File: src/rtl/uart_sched_pkg.sv
// Shared definitions for the UART transmit scheduler.
// Contents:
//   ST_*     - FSM state encodings (3-bit, legacy-compatible constants)
//   data_w   - frame data width from the DATAWIDTH exponent
//   cnt_w    - counter width able to hold 0..maxv (never less than 1 bit)
package uart_sched_pkg;

  localparam logic [2:0] ST_IDLE      = 3'd0;
  localparam logic [2:0] ST_LOAD      = 3'd1;
  localparam logic [2:0] ST_WAIT_BUSY = 3'd2;
  localparam logic [2:0] ST_WAIT_DONE = 3'd3;
  localparam logic [2:0] ST_GAP       = 3'd4;

  function automatic int data_w(input int dw);
    return 1 << dw;
  endfunction

  function automatic int cnt_w(input int maxv);
    return (maxv < 1) ? 1 : $clog2(maxv + 1);
  endfunction

endpackage

File: src/rtl/rr_arbiter.sv
// Combinational round-robin pick for the UART transmit scheduler.
// Ports:
//   req_i   - request vector, one bit per requester
//   ptr_i   - round-robin pointer: search starts at this index
//   grant_o - one-hot winner (all zero when no request)
//   idx_o   - binary index of the winner
//   valid_o - at least one request present
module rr_arbiter #(
  parameter int NUM_REQ = 4,
  parameter int PTR_W   = $clog2(NUM_REQ)
) (
  input  logic [NUM_REQ-1:0] req_i,
  input  logic [PTR_W-1:0]   ptr_i,
  output logic [NUM_REQ-1:0] grant_o,
  output logic [PTR_W-1:0]   idx_o,
  output logic               valid_o
);

  logic [NUM_REQ-1:0] mask;
  logic [NUM_REQ-1:0] masked;
  logic [NUM_REQ-1:0] src;
  logic               found;

  // Requests at or above the pointer take priority; if none of those are
  // set, the search wraps and the lowest set bit overall wins.
  always_comb begin
    mask = '0;
    for (int i = 0; i < NUM_REQ; i++) begin
      mask[i] = (i >= int'(ptr_i));
    end
    masked = req_i & mask;
    src    = (|masked) ? masked : req_i;

    grant_o = '0;
    idx_o   = '0;
    found   = 1'b0;
    for (int i = 0; i < NUM_REQ; i++) begin
      if (src[i] && !found) begin
        found      = 1'b1;
        grant_o[i] = 1'b1;
        idx_o      = PTR_W'(i);
      end
    end
  end

  assign valid_o = |req_i;

endmodule

File: src/rtl/uart_tx_scheduler.sv
// Round-robin scheduler sharing one UART transmitter among NUM_REQ clients.
// Ports:
//   CLK, RST_ASYN        - clock (rising edge), async active-low reset
//   REQ, REQ_DATA        - per-requester request level and byte lanes
//   REQ_PAR_EN/_TYP      - per-requester parity settings
//   TX_BUSY              - transmitter busy flag
//   TX_P_DATA, TX_DATA_VALID, TX_PAR_EN, TX_PAR_TYP - transmitter load side
//   GRANT                - one-hot owner of the frame in flight
//   ACK                  - one-cycle completion pulse on the owner's bit
//   ERR                  - one-cycle pulse when TX_BUSY never rose
//   SCHED_BUSY           - high whenever the FSM is not idle
// All outputs come straight from registers.
module uart_tx_scheduler
  import uart_sched_pkg::*;
#(
  parameter int DATAWIDTH    = 3,
  parameter int NUM_REQ      = 4,
  parameter int GAP_CYCLES   = 2,
  parameter int BUSY_TIMEOUT = 4
) (
  input  logic                                   CLK,
  input  logic                                   RST_ASYN,
  input  logic [NUM_REQ-1:0]                     REQ,
  input  logic [NUM_REQ*data_w(DATAWIDTH)-1:0]   REQ_DATA,
  input  logic [NUM_REQ-1:0]                     REQ_PAR_EN,
  input  logic [NUM_REQ-1:0]                     REQ_PAR_TYP,
  input  logic                                   TX_BUSY,
  output logic [data_w(DATAWIDTH)-1:0]           TX_P_DATA,
  output logic                                   TX_DATA_VALID,
  output logic                                   TX_PAR_EN,
  output logic                                   TX_PAR_TYP,
  output logic [NUM_REQ-1:0]                     GRANT,
  output logic [NUM_REQ-1:0]                     ACK,
  output logic                                   ERR,
  output logic                                   SCHED_BUSY
);

  localparam int W     = data_w(DATAWIDTH);
  localparam int PTR_W = $clog2(NUM_REQ);
  localparam int CNT_W = (cnt_w(BUSY_TIMEOUT) > cnt_w(GAP_CYCLES)) ?
                         cnt_w(BUSY_TIMEOUT) : cnt_w(GAP_CYCLES);
  // With no gap configured, a finished frame returns straight to IDLE.
  localparam logic [2:0] ST_AFTER = (GAP_CYCLES == 0) ? ST_IDLE : ST_GAP;

  logic [2:0]         state_q, state_d;
  logic [PTR_W-1:0]   ptr_q, ptr_d;
  logic [CNT_W-1:0]   cnt_q, cnt_d;
  logic [W-1:0]       data_q, data_d;
  logic               par_en_q, par_en_d;
  logic               par_typ_q, par_typ_d;
  logic               valid_q, valid_d;
  logic [NUM_REQ-1:0] grant_q, grant_d;
  logic [NUM_REQ-1:0] ack_q, ack_d;
  logic               err_q, err_d;
  logic               busy_q, busy_d;

  logic [NUM_REQ-1:0] arb_grant;
  logic [PTR_W-1:0]   arb_idx;
  logic               arb_valid;

  rr_arbiter #(
    .NUM_REQ (NUM_REQ),
    .PTR_W   (PTR_W)
  ) u_arb (
    .req_i   (REQ),
    .ptr_i   (ptr_q),
    .grant_o (arb_grant),
    .idx_o   (arb_idx),
    .valid_o (arb_valid)
  );

  always_comb begin
    state_d   = state_q;
    ptr_d     = ptr_q;
    cnt_d     = cnt_q;
    data_d    = data_q;
    par_en_d  = par_en_q;
    par_typ_d = par_typ_q;
    grant_d   = grant_q;
    valid_d   = 1'b0;
    ack_d     = '0;
    err_d     = 1'b0;

    case (state_q)
      ST_IDLE: begin
        // Capture happens here so the strobe is already high in LOAD.
        if (arb_valid) begin
          data_d    = REQ_DATA[arb_idx*W +: W];
          par_en_d  = REQ_PAR_EN[arb_idx];
          par_typ_d = REQ_PAR_TYP[arb_idx];
          grant_d   = arb_grant;
          valid_d   = 1'b1;
          ptr_d     = (arb_idx == PTR_W'(NUM_REQ - 1)) ? '0 : arb_idx + PTR_W'(1);
          state_d   = ST_LOAD;
        end
      end
      ST_LOAD: begin
        cnt_d   = '0;
        state_d = ST_WAIT_BUSY;
      end
      ST_WAIT_BUSY: begin
        if (TX_BUSY) begin
          state_d = ST_WAIT_DONE;
        end else if (cnt_q == CNT_W'(BUSY_TIMEOUT - 1)) begin
          // This cycle would bring the count to BUSY_TIMEOUT: give up.
          err_d   = 1'b1;
          grant_d = '0;
          cnt_d   = '0;
          state_d = ST_AFTER;
        end else begin
          cnt_d = cnt_q + CNT_W'(1);
        end
      end
      ST_WAIT_DONE: begin
        if (!TX_BUSY) begin
          ack_d   = grant_q;
          grant_d = '0;
          cnt_d   = '0;
          state_d = ST_AFTER;
        end
      end
      ST_GAP: begin
        if (cnt_q == CNT_W'(GAP_CYCLES - 1)) begin
          state_d = ST_IDLE;
        end else begin
          cnt_d = cnt_q + CNT_W'(1);
        end
      end
      default: state_d = ST_IDLE;
    endcase

    busy_d = (state_d != ST_IDLE);
  end

  always_ff @(posedge CLK or negedge RST_ASYN) begin
    if (!RST_ASYN) begin
      state_q   <= ST_IDLE;
      ptr_q     <= '0;
      cnt_q     <= '0;
      data_q    <= '0;
      par_en_q  <= 1'b0;
      par_typ_q <= 1'b0;
      valid_q   <= 1'b0;
      grant_q   <= '0;
      ack_q     <= '0;
      err_q     <= 1'b0;
      busy_q    <= 1'b0;
    end else begin
      state_q   <= state_d;
      ptr_q     <= ptr_d;
      cnt_q     <= cnt_d;
      data_q    <= data_d;
      par_en_q  <= par_en_d;
      par_typ_q <= par_typ_d;
      valid_q   <= valid_d;
      grant_q   <= grant_d;
      ack_q     <= ack_d;
      err_q     <= err_d;
      busy_q    <= busy_d;
    end
  end

  assign TX_P_DATA     = data_q;
  assign TX_DATA_VALID = valid_q;
  assign TX_PAR_EN     = par_en_q;
  assign TX_PAR_TYP    = par_typ_q;
  assign GRANT         = grant_q;
  assign ACK           = ack_q;
  assign ERR           = err_q;
  assign SCHED_BUSY    = busy_q;

endmodule

File: config.mk
export PLATFORM = sky130hd
export DESIGN_NAME = uart_tx_scheduler
export DESIGN_NICKNAME = d
export VERILOG_FILES = /design/src/rtl/uart_sched_pkg.sv /design/src/rtl/rr_arbiter.sv /design/src/rtl/uart_tx_scheduler.sv
export SDC_FILE = /design/constraint.sdc
export NUM_CORES = 1
export LEC_CHECK = 0
export CAP_MARGIN = 30
export CORE_ASPECT_RATIO = 0.8
export CORE_MARGIN = 8
export CORE_UTILIZATION = 43
export DETAILED_ROUTE_END_ITERATION = 10
export PLACE_DENSITY_LB_ADDON = 0.12
export SETUP_SLACK_MARGIN = 0.1
export SLEW_MARGIN = 10
export SYNTH_ARGS = -nofsm -noshare
export SYNTH_HDL_FRONTEND = slang
export SYNTH_HIERARCHICAL = 1
export SYNTH_SLANG_ARGS = --single-unit
File: constraint.sdc
create_clock -name CLK -period 2.63 [get_ports CLK]
set_input_delay 0.3945 -clock CLK [delete_from_list [all_inputs] [get_ports CLK]]
set_output_delay 0.3945 -clock CLK [all_outputs]
set_load 0.01 [all_outputs]
# == Yosys cells after proc, flatten, opt, wreduce, memory -nomap -nowiden ==
# Cells that the tools add are included.
# word_totals
mem_bits_rw,0
memories,0
register_bits,29
latch_bits,0
rom_bits,0
inputBits,47
word_cells,84
# classes
muxes,38
add_sub_neg,2
reduce_logical,15
eq_ne,12
multipliers,0
n_shift,1
div_mod_pow,0
n_lt_le_gt_ge,4
n_bitwise,1
# op_table
cell,n
$shiftx A32 B6 Y8,1
$mux W4,7
$mux W3,9
$pmux W3 S5,1
$mux W1,14
$pmux W3 S4,1
$pmux W4 S3,1
$ne A2 B2 Y1 const B,5
$eq A3 B2 Y1 const B,3
$reduce_or A4 Y1,2
$eq A3 B1 Y1 const B,2
$mux W2,3
$reduce_bool A3 Y1,2
$reduce_and A5 Y1,1
$and A4 B4 Y4,1
$bmux W1 S2,2
$ge A1 B2 Y1 const A,2
$reduce_and A4 Y1,1
$reduce_bool A4 Y1,1
$add A3 B1 Y3 const B,1
$eq A3 B3 Y1 const B,1
$logic_and A1 B1 Y1,3
$logic_not A1 Y1,3
$logic_not A3 Y1,1
5 further kinds,5

# == Longest topological paths before layout ==
# logic_depth
ltp_word,16
ltp_mapped,8
ltp_nobuf,6

# == By module ==
# The synthesis kept the hierarchy.
# by_module_without_submodules
mod,seq_area_each_um2,area_each_um2,instances,cells_per_inst
uart_tx_scheduler,725.7,1497.7,1,137
rr_arbiter,0.0,227.7,1,33

# == Worst setup path before layout ==
# OpenSTA, ideal clock, no wires.
# synth_timing
kind,input-to-reg
startpoint,in REQ[0]
endpoint,reg par_en_q (netlist: TX_PAR_EN)
path_buffers,2
setup_slack_ns,0.619
arrival_ns,1.894
stages,8
required_ns,2.513
cell_sequence,buf_4 a21boi_0 o22ai_1 a21oi_1 buf_4 mux4_2 nand2_1 nand2_1
# synth_via
elab_chain_cells,15
elab_cells_between_ends,19
cone_classes,mux (9); bitwise (1); reduce/logical (9)
# synth_rtl
item,line,text
start: declaration,uart_tx_scheduler.sv:23,"input logic [NUM_REQ-1:0] REQ,"
$and A4 B4 Y4,rr_arbiter.sv:31,masked = req_i & mask;
$reduce_or A4 Y1,rr_arbiter.sv:32,src = (|masked) ? masked : req_i;
$mux W4 *,rr_arbiter.sv:32,
$mux W1,rr_arbiter.sv:38,if (src[i] && !found) begin
$logic_not A1 Y1,rr_arbiter.sv:38,
$logic_and A1 B1 Y1,rr_arbiter.sv:38,
$mux W1,rr_arbiter.sv:38,
$logic_not A1 Y1,rr_arbiter.sv:38,
$logic_and A1 B1 Y1,rr_arbiter.sv:38,
$mux W1,rr_arbiter.sv:38,
$logic_not A1 Y1,rr_arbiter.sv:38,
$logic_and A1 B1 Y1,rr_arbiter.sv:38,
$mux W2 *,rr_arbiter.sv:38,
net arb_idx[0],uart_tx_scheduler.sv:58,logic [PTR_W-1:0] arb_idx;
$bmux W1 S2 *,uart_tx_scheduler.sv:89,par_en_d = REQ_PAR_EN[arb_idx];
$mux W1 (implied by the code) *,uart_tx_scheduler.sv:89,
end signal: assignment,uart_tx_scheduler.sv:153,par_en_q <= par_en_d;
end: declaration,uart_tx_scheduler.sv:49,"logic par_en_q, par_en_d;"
# The timed path passes the listed nets; every way through them passes the cells marked *. The select of a mux whose other input is x is not followed.
# A chain may end at the register's enable or synchronous reset.

# == Worst setup path in the final report ==
# layout_timing
startpoint,reg ptr_q[1]
endpoint,reg data_q[6] (netlist: TX_P_DATA[6])
# layout_via
elab_chain_cells,15
elab_cells_between_ends,19
cone_classes,order compare (3); shift (1); mux (7); bitwise (1); reduce/logical (7)
# layout_rtl
item,line,text
start: declaration,uart_tx_scheduler.sv:46,"logic [PTR_W-1:0] ptr_q, ptr_d;"
start signal: assignment,uart_tx_scheduler.sv:150,ptr_q <= ptr_d;
$ge A1 B2 Y1 or $ge A2 B2 Y1 (tied branches),rr_arbiter.sv:29,mask[i] = (i >= int'(ptr_i));
$and A4 B4 Y4 *,rr_arbiter.sv:31,
$reduce_or A4 Y1,rr_arbiter.sv:32,
$mux W4 *,rr_arbiter.sv:32,
$mux W1,rr_arbiter.sv:38,
$logic_not A1 Y1,rr_arbiter.sv:38,
$logic_and A1 B1 Y1,rr_arbiter.sv:38,
$mux W1,rr_arbiter.sv:38,
$logic_not A1 Y1,rr_arbiter.sv:38,
$logic_and A1 B1 Y1,rr_arbiter.sv:38,
$mux W1,rr_arbiter.sv:38,
$logic_not A1 Y1,rr_arbiter.sv:38,
$logic_and A1 B1 Y1,rr_arbiter.sv:38,
$mux W2 *,rr_arbiter.sv:38,
net arb_idx[0],uart_tx_scheduler.sv:58,
$shiftx A32 B6 Y8 *,uart_tx_scheduler.sv:88,data_d = REQ_DATA[arb_idx*W +: W];
end signal: assignment,uart_tx_scheduler.sv:152,data_q <= data_d;
end: declaration,uart_tx_scheduler.sv:48,"logic [W-1:0] data_q, data_d;"
# The timed path passes the listed nets; every way through them passes the cells marked *.

==> results.py <==
metrics = {
    "cts": {
        "clockBufferDepth": 2,
        "cts_tree": "yes",
        "cts.repair.resized": 0,
        "cts_made_buffers": 5,
        "worst_skew_pair.late_latency_ps": 280,
        "post_cts_buffers": 0,
        "clkTransAtPathRegs_ps": 60,
        "hold_buffers": 0,
        "cts_root_buf": "clkbuf_8",
        "clock-sinks": 29,
        "htree_levels": 2,
    },
    "sta": {
        "setup_viol": 0,
        "skew_ps": 7.042,
        "fin_crit_sh_pct": 80.25,
        "slew_viol_final": 0,
        "slew_headroom_pct": 71.16,
        "fmax_mhz": 473.8,
        "tightest_slew_ps": 432.6,
        "hold_viol_final": 0,
        "rsz0062_at_grt": "false",
        "tns_ps": 0,
        "period_needed_ps": 2111,
    },
    "setup_path": {
        "crit_required_ps": 2800,
        "r2r-start": "ptr_q[1]",
        "path_max_fanout": 13,
        "crit_family": "multiplexers",
        "cpMaxStageDelayCell": "dfrtp_1",
        "path_cells": "mux2i_1 > o22ai_1 > a21oi_1 > buf_4 > mux4_2 > nand2_1 > nand2_1",
        "startpoint_type": "register",
        "path_buf_inv": 1,
        "path_class": "reg2reg",
        "r2r_end": "TX_P_DATA[6]",
        "r2r_setup_slack_ps": 520,
        "reg2reg_depth": 7,
        "end_kind": "register",
        "crit_arrival_ps": 2280,
        "slowest_delay_ps": 610,
        "critPathMostFrequentCell": "nand2_1",
    },
    "grt": {
        "grt_max_degree": 30,
        "grt_pass1_wl_um": 7141,
        "grt_pass1_vias": 1626,
        "grt_usage_pct": 14.35,
        "antenna_found_initial": 0,
        "grt_overflow": 0,
    },
    "status": {
        "status": "finished, final reports clean",
    },
    "drt": {
        "drt_iter0_markers": 48,
        "final_antenna_net_count": 0,
        "dr.pass1.iters": 4,
        "drt-wirelength-per-cell_um": 14.93,
        "drt_wl_total_um": 4388,
        "viasPerCell": 5.058,
        "drc": 0,
        "vias": 1487,
    },
    "floorplanning": {
        "die_h_um": 72.66,
        "core_region_area_um2": 3829,
        "io-pin-count": 68,
        "start_util_pct": 45.07,
        "dieWidth_um": 86.82,
        "row_count": 20,
        "die-area_um2": 6308,
    },
    "power_and_ir_drop": {
        "switching_share_pct": 37.86,
        "p_int_mw": 1.406,
        "pwr-share-clk_pct": 16.2,
        "leakagePower_nw": 1.088,
        "power_density_nw_per_um2": 904.8,
        "p_switching_mw": 0.8569,
        "seqPwrFrac_pct": 35.0,
        "combPwrFrac_pct": 48.8,
        "vdd_drop_max_uv": 348.0,
        "power_mw": 2.263,
    },
    "placed_design": {
        "port_buffers": 67,
        "place_area_um2": 2415,
        "dp_cells": 287,
        "gp_congestion": 0.7884,
        "hpwl_um": 3563,
    },
    "worst_hold_path": {
        "hold_class": "reg2reg",
        "holdPathStages": 2,
        "whs_endpoint": "TX_P_DATA[4]",
        "hold_path_startpoint": "TX_P_DATA[4]",
    },
    "flow_run": {
        "cap_violations": 0,
    },
    "logic_synthesis": {
        "ys_ff_latch": 29,
        "synth_area_per_cell_um2": 10.15,
        "ys_types": 40,
        "synth_area_um2": 1725,
        "synth-edff-count": 0,
        "ys.flop_type": "dfrtp_1",
        "syn_nets": 222,
        "yosys_warnings": 6,
        "asyncSetResetFlopFracSynth_pct": 100.0,
        "synth_cells": 170,
        "synth.yosys.seq_area_share_pct": 42.06,
    },
    "layout": {
        "final_common_cell": "clkdlybuf4s50_1",
        "layout_common_cells": "67 x clkdlybuf4s50_1, 46 x nand2_1, 29 x dfrtp_1, 10 x mux4_2",
        "drive_above_1_share_pct": 15.06,
        "nets": 291,
        "antennaDiodeCount": 0,
        "instances_no_fill": 294,
        "syn_to_final_growth_pct": 44.96,
        "fin_area_um2": 2501,
    },
}
-- sequential cells by signal (all words and copies together) (netlist names) --
signal	flops
TX_P_DATA	8
ACK	4
GRANT	4
cnt_q	3
state_q	3
ptr_q	2
ERR	1
SCHED_BUSY	1
TX_DATA_VALID	1
TX_PAR_EN	1
TX_PAR_TYP	1
-- synthesized netlist by cell type, types with 2 or more instances --
master	n	area share, %
nand2_1	46	10
dfrtp_1	29	42
mux4_2	10	13
inv_1	8	1.7
nor2_1	8	1.7
o21ai_0	8	2.3
a21oi_1	5	1.5
buf_6	5	3.3
ha_1	5	3.6
and2_1	4	1.5
nor3_1	4	1.2
buf_4	3	1.3
inv_2	3	0.65
a21boi_0	2	0.87
a22oi_1	2	0.87
mux2_1	2	1.3
o21ai_1	2	0.58
o221a_2	2	1.3
-- power by group through the flow --
stage / Sequential (mW) / Combinational (mW) / Clock [mW]
4_1_cts: 0.793 / 1.12 / 0.377
5_1_grt: 0.818 / 1.22 / 0.401
3_5_place_dp: 0.795 / 1.12 / 0
2_1_floorplan: 0.776 / 0.743 / 0
3_3_place_gp: 0.789 / 1.08 / 0
6_report: 0.793 / 1.10 / 0.366
-- final cells by class --
type | instances | area, um^2
inverters | 11 | 41.29
repair buffers | 72 | 708.2
flip-flops and latches | 29 | 725.7
multi-input cells | 120 | 870.8
fillers | 334 | 1328
clock buffers | 7 | 86.33
well taps | 55 | 68.82
-- how the worst max path moves through the flow --
stage	endpoint	startpoint	depth (start not counted)
2_1_floorplan	TX_PAR_EN	REQ[0]	8
3_3_place_gp	TX_P_DATA[3]	REQ[1]	8
3_5_place_dp	TX_P_DATA[6]	REQ[1]	8
4_1_cts	TX_P_DATA[7]	ptr_q[1]	7
5_1_grt	TX_PAR_TYP	ptr_q[1]	7
6_report	TX_P_DATA[6]	ptr_q[1]	7
-- routing by layer --
metal / up-vias / routed length (um) / GRT usage, %
met5: - / 0 / 0
met4: 0 / 61 / 4.571
met3: 8 / 499 / 8.211
met2: 70 / 1978 / 23.08
met1: 694 / 1849 / 15.63
li1: 715 / - / -
-- through the flow --
stage | hold WS (ps) | worst slack (ps) | util (%)
after floorplan | 98.91 | 618.9 | -
after global placement | 460.6 | 342.4 | 63.07
after detailed placement | 462.2 | 298.3 | 63.07
after CTS | 477.2 | 510.6 | 65.33
after global routing | 504.7 | 371.8 | 65.33
final | 474.9 | 519.4 | 65.33
-- tightest hold or removal path, stage by stage, from the launching register on --
cell	delay (ps)
dfrtp_1	340
nand2_1	50
nand2_1	50
-- cells by family (layout without fill, tap and decap cells) --
logic type	Yosys count	in the layout	share of synthesized area (%)
flip-flops	29	29	42.06
adder cells (fa/ha/maj)	5	5	3.626
buffers and inverters	21	90	7.468
AND/OR/NAND/NOR	72	72	19.22
AO/OA/AOI/OAI	30	30	12.69
multiplexers	13	13	14.94
No activity file was read; power rests on OpenSTA's default activity.
